### src/rtl/memory_write_controller.sv
// memory_write_controller
//   Turns slide-switch data/address and raw push-buttons into clean data/addr/store drive
//   for the 4x8 byte-memory array. Buttons are synchronized and debounced. data/addr are
//   frozen around a fixed-width store pulse. A clear-all sequence zeroes bytes 0..3.
//   Optional feature macro: AUTO_INC_EN. When it is defined, store presses ignore sw_addr
//   and the address advances after every store write.

// Debounce lane for one button: a 2-flop synchronizer feeding an accepted-level filter.
module mwc_debounce #(
    parameter int DEBOUNCE_CYCLES = 16
) (
    input  logic clk,
    input  logic reset_n,
    input  logic raw,
    output logic level,
    output logic press
);
    localparam int CW = (DEBOUNCE_CYCLES > 1) ? $clog2(DEBOUNCE_CYCLES) : 1;

    logic [1:0]    sync_pipe;
    logic [CW-1:0] cnt;
    logic          smp;

    assign smp = sync_pipe[1];

    // Two-flop synchronizer for the asynchronous button
    always_ff @(posedge clk or negedge reset_n) begin
        if (!reset_n) sync_pipe <= '0;
        else          sync_pipe <= {sync_pipe[0], raw};
    end

    // Flip the accepted level after DEBOUNCE_CYCLES contrary samples; any agreeing sample restarts the count
    always_ff @(posedge clk or negedge reset_n) begin
        if (!reset_n) begin
            level <= 1'b0;
            cnt   <= '0;
            press <= 1'b0;
        end else begin
            press <= 1'b0;
            if (smp != level) begin
                if (cnt == CW'(DEBOUNCE_CYCLES - 1)) begin
                    level <= smp;
                    cnt   <= '0;
                    press <= smp;
                end else begin
                    cnt <= cnt + 1'b1;
                end
            end else begin
                cnt <= '0;
            end
        end
    end
endmodule

module memory_write_controller #(
    parameter int DEBOUNCE_CYCLES = 16,
    parameter int STORE_CYCLES    = 2
) (
    input  logic       clk,
    input  logic       reset_n,
    input  logic [7:0] sw_data,
    input  logic [1:0] sw_addr,
    input  logic       btn_store,
    input  logic       btn_clear,
    output logic [7:0] data,
    output logic [1:0] addr,
    output logic       store,
    output logic       busy
);
    localparam int NUM_BTN = 2;
    localparam int BTN_ST  = 0;
    localparam int BTN_CLR = 1;
    localparam int PW      = (STORE_CYCLES > 1) ? $clog2(STORE_CYCLES) : 1;

    typedef struct packed {
        logic [7:0] data;
        logic [1:0] addr;
    } wr_t;

    typedef enum logic [2:0] {
        IDLE, SETUP, PULSE, HOLD, NEXT, WAIT_REL
    } state_t;

    state_t               state_q, state_d;
    wr_t                  wr_q, wr_d;
    wr_t                  sw_s1, sw_s2;
    logic                 store_q, store_d;
    logic                 clr_q, clr_d;
    logic [NUM_BTN-1:0]   src_q, src_d;
    logic [PW-1:0]        pcnt;
    logic [NUM_BTN-1:0]   btn_raw, btn_lvl, btn_prs;

    assign btn_raw = {btn_clear, btn_store};

    mwc_debounce #(.DEBOUNCE_CYCLES(DEBOUNCE_CYCLES)) u_db [NUM_BTN-1:0] (
        .clk     (clk),
        .reset_n (reset_n),
        .raw     (btn_raw),
        .level   (btn_lvl),
        .press   (btn_prs)
    );

    // Synchronize the switch bank so captured values are never mid-transition
    always_ff @(posedge clk or negedge reset_n) begin
        if (!reset_n) begin
            sw_s1 <= '0;
            sw_s2 <= '0;
        end else begin
            sw_s1 <= '{data: sw_data, addr: sw_addr};
            sw_s2 <= sw_s1;
        end
    end

    // State register and pulse-width counter
    always_ff @(posedge clk or negedge reset_n) begin
        if (!reset_n) begin
            state_q <= IDLE;
            pcnt    <= '0;
        end else begin
            state_q <= state_d;
            pcnt    <= (state_q == PULSE) ? pcnt + 1'b1 : '0;
        end
    end

    // Next-state logic
    always_comb begin
        state_d = state_q;
        case (state_q)
            IDLE:     if (|btn_prs) state_d = SETUP;
            SETUP:    state_d = PULSE;
            PULSE:    if (pcnt == PW'(STORE_CYCLES - 1)) state_d = HOLD;
            HOLD:     state_d = (clr_q && wr_q.addr != 2'd3) ? NEXT : WAIT_REL;
            NEXT:     state_d = SETUP;
            WAIT_REL: if ((src_q & btn_lvl) == '0) state_d = IDLE;
            default:  state_d = IDLE;
        endcase
    end

    // Output logic: next values of the registered data/addr/store/clr drive
    always_comb begin
        wr_d    = wr_q;
        clr_d   = clr_q;
        src_d   = src_q;
        store_d = (state_d == PULSE);
        case (state_q)
            IDLE: begin
                if (btn_prs[BTN_CLR]) begin
                    // clear wins over a simultaneous store press
                    wr_d  = '0;
                    clr_d = 1'b1;
                    src_d = btn_prs;
                end else if (btn_prs[BTN_ST]) begin
                    wr_d.data = sw_s2.data;
`ifdef AUTO_INC_EN
                    wr_d.addr = wr_q.addr;
`else
                    wr_d.addr = sw_s2.addr;
`endif
                    clr_d = 1'b0;
                    src_d = btn_prs;
                end
            end
`ifdef AUTO_INC_EN
            HOLD: begin
                // advance after a store write; a finished clear-all returns to byte 0
                if (state_d == WAIT_REL)
                    wr_d.addr = clr_q ? 2'd0 : wr_q.addr + 2'd1;
            end
`endif
            NEXT: wr_d.addr = wr_q.addr + 2'd1;
            WAIT_REL: begin
                if (state_d == IDLE) begin
                    clr_d = 1'b0;
                    src_d = '0;
                end
            end
            default: ;
        endcase
    end

    // Output registers; reset drops store immediately even mid-pulse
    always_ff @(posedge clk or negedge reset_n) begin
        if (!reset_n) begin
            wr_q    <= '0;
            store_q <= 1'b0;
            clr_q   <= 1'b0;
            src_q   <= '0;
        end else begin
            wr_q    <= wr_d;
            store_q <= store_d;
            clr_q   <= clr_d;
            src_q   <= src_d;
        end
    end

    assign data  = wr_q.data;
    assign addr  = wr_q.addr;
    assign store = store_q;
    assign busy  = (state_q != IDLE);
endmodule

### config.mk
export PLATFORM = sky130hd
export DESIGN_NAME = memory_write_controller
export DESIGN_NICKNAME = d
export VERILOG_FILES = /design/src/rtl/memory_write_controller.sv
export SDC_FILE = /design/constraint.sdc
export NUM_CORES = 1
export LEC_CHECK = 0
export BUFFER_PORTS_ARGS = -buffer_cell sky130_fd_sc_hd__buf_2
export CAP_MARGIN = 5
export CORE_MARGIN = 3
export CORE_UTILIZATION = 55
export CTS_CLUSTER_SIZE = 8
export DETAILED_ROUTE_END_ITERATION = 8
export GPL_TIMING_DRIVEN = 0
export HOLD_SLACK_MARGIN = 0.12
export PLACE_DENSITY = 0.74
export SLEW_MARGIN = 30
export SYNTH_ARGS = -nofsm -noshare
export SYNTH_HDL_FRONTEND = slang
export SYNTH_SLANG_ARGS = --single-unit
### constraint.sdc
create_clock -name clk -period 1.76 [get_ports clk]
set_input_delay 0.352 -clock clk [delete_from_list [all_inputs] [get_ports clk]]
set_output_delay 0.352 -clock clk [all_outputs]
set_load 0.03 [all_outputs]
==> Word level (Yosys, flattened, before mapping) <==
Index checks and enable logic that the tools add are counted.
{ "classes": {"n_addsub": 4, "eq_ne": 13, "n_mux": 25, "bitwise_logic": 1, "reduce_logical": 14} }
{ "op_table": {"columns": ["cell", "count"], "rows": [
  ["2-to-1 mux 10 bit", 2],
  ["one-hot mux 3 bit (6 select lines)", 1],
  ["2-to-1 mux 4 bit", 4],
  ["equality test 3 x 2 -> 1 bit, second input constant", 3],
  ["2-to-1 mux 1 bit", 9],
  ["2-to-1 mux 3 bit", 3],
  ["adder 4 x 1 -> 4 bit, second input constant", 2],
  ["equality test 4 bit, second input constant", 2],
  ["one-hot mux 2 bit (2 select lines)", 2],
  ["AND reduction 2 bit", 4],
  ["equality test 3 bit, second input constant", 2],
  ["logical NOT 3 bit", 2],
  ["2-to-1 mux 2 bit", 3],
  ["nonzero test 2 bit", 3],
  ["!= test 2 bit, second input constant", 2],
  ["equality test 3 x 1 -> 1 bit, second input constant", 1],
  ["!= test 3 x 1 -> 1 bit, second input constant", 1],
  ["AND reduction 3 bit", 1],
  ["nonzero test 3 bit", 1],
  ["adder 2 x 1 -> 2 bit, second input constant", 1],
  ["bitwise AND 2 bit", 1],
  ["logical NOT 2 bit", 1],
  ["!= test 1 bit", 2],
  ["one-hot mux 1 bit (2 select lines)", 1],
  ["other kinds (3)", 3]
]} }
{ "word_totals": {"regBits": 54, "input_bits": 14, "output_inout_bits": 12, "wordCells": 76} }

==> Logic depth before layout (Yosys ltp) <==
{ "logic_depth": {"depth_word": 7, "ltp_mapped": 4, "ltp_nobuf": 4} }

==> By module <==
From an unflattened synthesis, not the netlist that was laid out.
{ "hier_totals": {"cells_unflattened": 133, "hier_area_um2": 1910.6} }
{ "modules_own_cells": {"columns": ["module", "instances", "cells_per_inst", "area_per_inst_um2", "seq_area_each_um2"], "rows": [
  ["memory_write_controller", 1, 89, 1285.0, 925.9],
  ["mwc_debounce", 2, 22, 312.8, 200.2]
]} }

==> Worst setup path before layout <==
OpenSTA, ideal clock, no wires.
{ "synth_timing": {"path_type": "register to register", "startpoint": "reg state_q[2]", "endpoint": "reg wr_q (netlist bit data[0])", "setup_ns": 0.066, "t_arrival_ns": 1.245, "t_required_ns": 1.694, "setup_slack_ns": 0.449, "stages_incl_launch_ff": 5, "n_path_buf": 0, "synth_period_minus_slack_ns": 1.311, "cell_sequence": "dfrtp_1 -> nor3_4 -> inv_2 -> nor3b_4 -> a22o_1"} }
{ "synth_between": {"elab_chain_len": 2} }
{ "synth_rtl": {"columns": ["element", "line", "rtl"], "rows": [
  ["start: declaration", "84", "state_t state_q, state_d;"],
  ["start signal: assignment", "120", "state_q <= state_d;"],
  ["logical NOT 3 bit", "145", "case (state_q)"],
  ["AND reduction 2 bit (no line)", null, null],
  ["end signal: assignment", "189", "wr_q <= wr_d;"],
  ["end: declaration", "85", "wr_t wr_q, wr_d;"]
]} }
No other way between the ends.
A chain may end at the register's enable or synchronous reset.

==> Final worst setup path <==
{ "layout_timing": {"startpoint": "reg state_q[2]", "endpoint": "out busy"} }
{ "layout_between": {"elab_chain_len": 1} }
{ "layout_rtl": {"columns": ["element", "line", "rtl"], "rows": [
  ["nonzero test 3 bit", "199", "assign busy = (state_q != IDLE);"],
  ["end: declaration", "68", "output logic busy"]
]} }
No other way between the ends.

==> summary.txt <==
Overall Global Routing Usage: 19.3%
CTS tree: yes
worst r2r src: u_db[0].press
Worst Path Required: 1.41 ns
worst reg2reg path endpoint: data[0]
Post-Syn Nets: 156
met1 Use GR: 23.3%
die area: 0.00422 mm²
R2R setup slack: 0.27 ns
Diodes inserted: 0
worst hold path type: reg2reg
Critical path destination: busy
global routing usage on met3: 6.07%
worst setup margin: 0.101 ns
outcome: complete, no violations
Clock Sinks: 53
wire per inst: 14.6 µm
port bufs: 25
RSZ-0062 raised after global routing: false
TritonRoute pass-1 iters: 4
core area: 0.00318 mm²
commonest non-fill, non-tap cell in the layout: dfrtp_1
# setup viols final: 0
vias in the first global route: 1272
# H-tree levels: 2
post-synthesis sequential area ratio: 69.4%
fin crit share: 94.3%
DRT antenna net count: 0
Worst Path Max Fanout: 6
met2 Use GR: 32.1%
mux contribution to synthesized area: 1.70%
Post-Synth XOR/XNOR Area: 1.83%
worst endpoint data arrival time: 1.31 ns
Compound-Gate Fraction of Synth Area: 11.1%
pwr dens: 1190 mW/mm²
placer congestion estimate: 0.769
vias per cell: 5.25
Remaining DRCs: 0
simple-gate portion of the synthesized area: 11.9%
final total power: 2.76 mW
leakage: 1.07 nW
crit path capture type: output pin
Final Critical Period: 1.66 ns
highest clock rate: 603 MHz
Hold WS: 0.361 ns
# IOs: 26
post-synth cell types: 30
global-route wire length before repair: 6010 µm
Die X: 64.9 µm
combinational family with the most area after synthesis: simple AND/OR/NAND/NOR gates
GR peak layer: met2
Hold Violations, Final: 0
Filler cells: 222
pre-CTS setup slack: 0.312 ns
multi-input logic area: 544 µm²
Final nets: 202
Die Span Y: 64.9 µm
most frequent cells in the layout: dfrtp_1, buf_2, dlygate4sd3_1
Cell Area, Synth: 0.00191 mm²
post-route non-filler standard cell count: 230
Clock Path Buffers: 2
Worst setup SP type: register
Cells after Synth: 139
total wire length: 3360 µm
sequential cell area: 0.00133 mm²
Syn-to-layout area delta: 21.2%
vias: 1208
largest net degree at the start of global routing: 54
Inst Count DP: 208
Yosys warnings: 0
Clock Skew: 0.00981 ns
share of layout cells above drive strength 1: 22.0%
synthesized flop and latch total: 53
DRT iter0 DRCs: 76
# rows: 20
Setup CP Type: reg2out
Worst Max-Slew Pin Slew: 0.621 ns
MaxCap Viol Count: 0
r2r worst-path depth: 3
setup_tns: 0 ns
Slew HR: 58.3%
antenna violations before repair: 0
Avg Inst Size Synth: 13.7 µm²
Final HPWL DP: 2120 µm
root buf cell: clkbuf_4
Clock Latency Late Sink: 0.36 ns
Clock transition at path regs: 0.14 ns
post-synthesis adder-cell area fraction: 1.96%
Critical Path Source: state_q[2]
total gr overflow: 0
initial core utilization: 60.1%
VDD IR max: 0.663 mV
Slew Limit Fails: 0
Num CTS Buffers: 5
[power by group]
| group | internal (mW) | switching [mW] |
|---|---|---|
| Combinational | 0.267 | 0.401 |
| Clock | 0.340 | 0.350 |
| Sequential | 1.33 | 0.0807 |
| Total | 1.93 | 0.831 |
[worst min path at each step]
stage               startpoint        to  slack (ns)  cells past startpoint
finish                sw_s1[2]  sw_s2[2]        0.36                      0
global route          sw_s1[1]  sw_s2[1]        0.38                      0
CTS                   sw_s1[5]  sw_s2[5]        0.37                      0
detailed placement    sw_s1[5]  sw_s2[5]        0.33                      0
global placement      sw_s1[7]  sw_s2[7]        0.33                      0
floorplan              reset_n   addr[0]        0.06                      0
[cells by family after synthesis]
family | after synthesis
xor+xnor | 4
fa+ha+maj | 3
flops | 53
mux | 3
buf+inv | 10
compound gates | 31
simple gates | 35
[metal layers]
layer	vias to the layer above	share of wire [%]
li1	584	-
met1	594	42
met2	22	52
met3	8	4.2
met4	0	2.1
met5	-	0
[synthesized netlist by cell type]
cell type / n / area share (%)
dfrtp_1: 53 / 69
a22o_1: 9 / 4.1
a21oi_1: 6 / 1.6
nor2b_1: 6 / 2.0
inv_1: 5 / 0.98
nand2_1: 5 / 0.98
nand3_1: 5 / 1.3
nor3b_1: 5 / 2.0
o21ai_0: 5 / 1.3
o211ai_1: 4 / 1.6
xnor2_1: 4 / 1.8
a31oi_1: 3 / 0.98
ha_1: 3 / 2.0
nand2b_1: 3 / 0.98
nor2_1: 3 / 0.59
a211o_1: 2 / 0.92
buf_2: 2 / 0.52
clkbuf_1: 2 / 0.39
mux2_2: 2 / 1.2
nand4b_1: 2 / 0.92
a21boi_0: 1 / 0.39
inv_2: 1 / 0.20
mux2i_1: 1 / 0.52
nand3b_1: 1 / 0.39
nor3_1: 1 / 0.26
nor3_4: 1 / 0.85
nor3b_4: 1 / 0.98
o21ai_1: 1 / 0.26
or2_2: 1 / 0.33
or3_1: 1 / 0.33
[what timing repair did]
item,in CTS,in global routing
hold buffers,13,0
endpoints found under the hold margin,65,0
setup endpoints to repair,1,1
pin swaps,1,1
buffers inserted,0,1
resized for setup,0,0
[worst max-delay path: stages (launching register included)]
cell	delay (ns)
dfrtp_1	0.48
nor3_4	0.20
inv_2	0.08
buf_2	0.18
[metrics by stage]
| stage | instance area [µm²] | utilization, % |
|---|---|---|
| final | 2320 | 72.9 |
| after global routing | 2320 | 72.9 |
| after CTS | 2310 | 72.6 |
| after detailed placement | 2090 | 65.9 |
| after global placement | 2090 | 65.8 |
| after floorplan | 1910 | - |
[final cells by class]
cell class                      instances  area share [%]
Clock buffer                            7            2.38
Multi-Input combinational cell         76            23.5
Sequential cell                        53            57.3
Buffer                                  4           0.756
Timing Repair Buffer                   39            11.5
Inverter                                6           0.972
Clock inverter                          1            1.30
Tap cell                               44            2.38
[flip-flops by register name (all words and copies together), names as in the netlist]
| signal | cells |
|---|---|
| pcnt | 1 |
| clr_q | 1 |
| src_q | 1 |
| u_db.level | 2 |
| state_q | 3 |
| addr | 2 |
| u_db.cnt | 8 |
| sw_s1 | 10 |
| store | 1 |
| data | 8 |
| sw_s2 | 10 |
| u_db.press | 2 |
| u_db.sync_pipe | 4 |
Note: power is estimated with default switching activity, not from simulation.
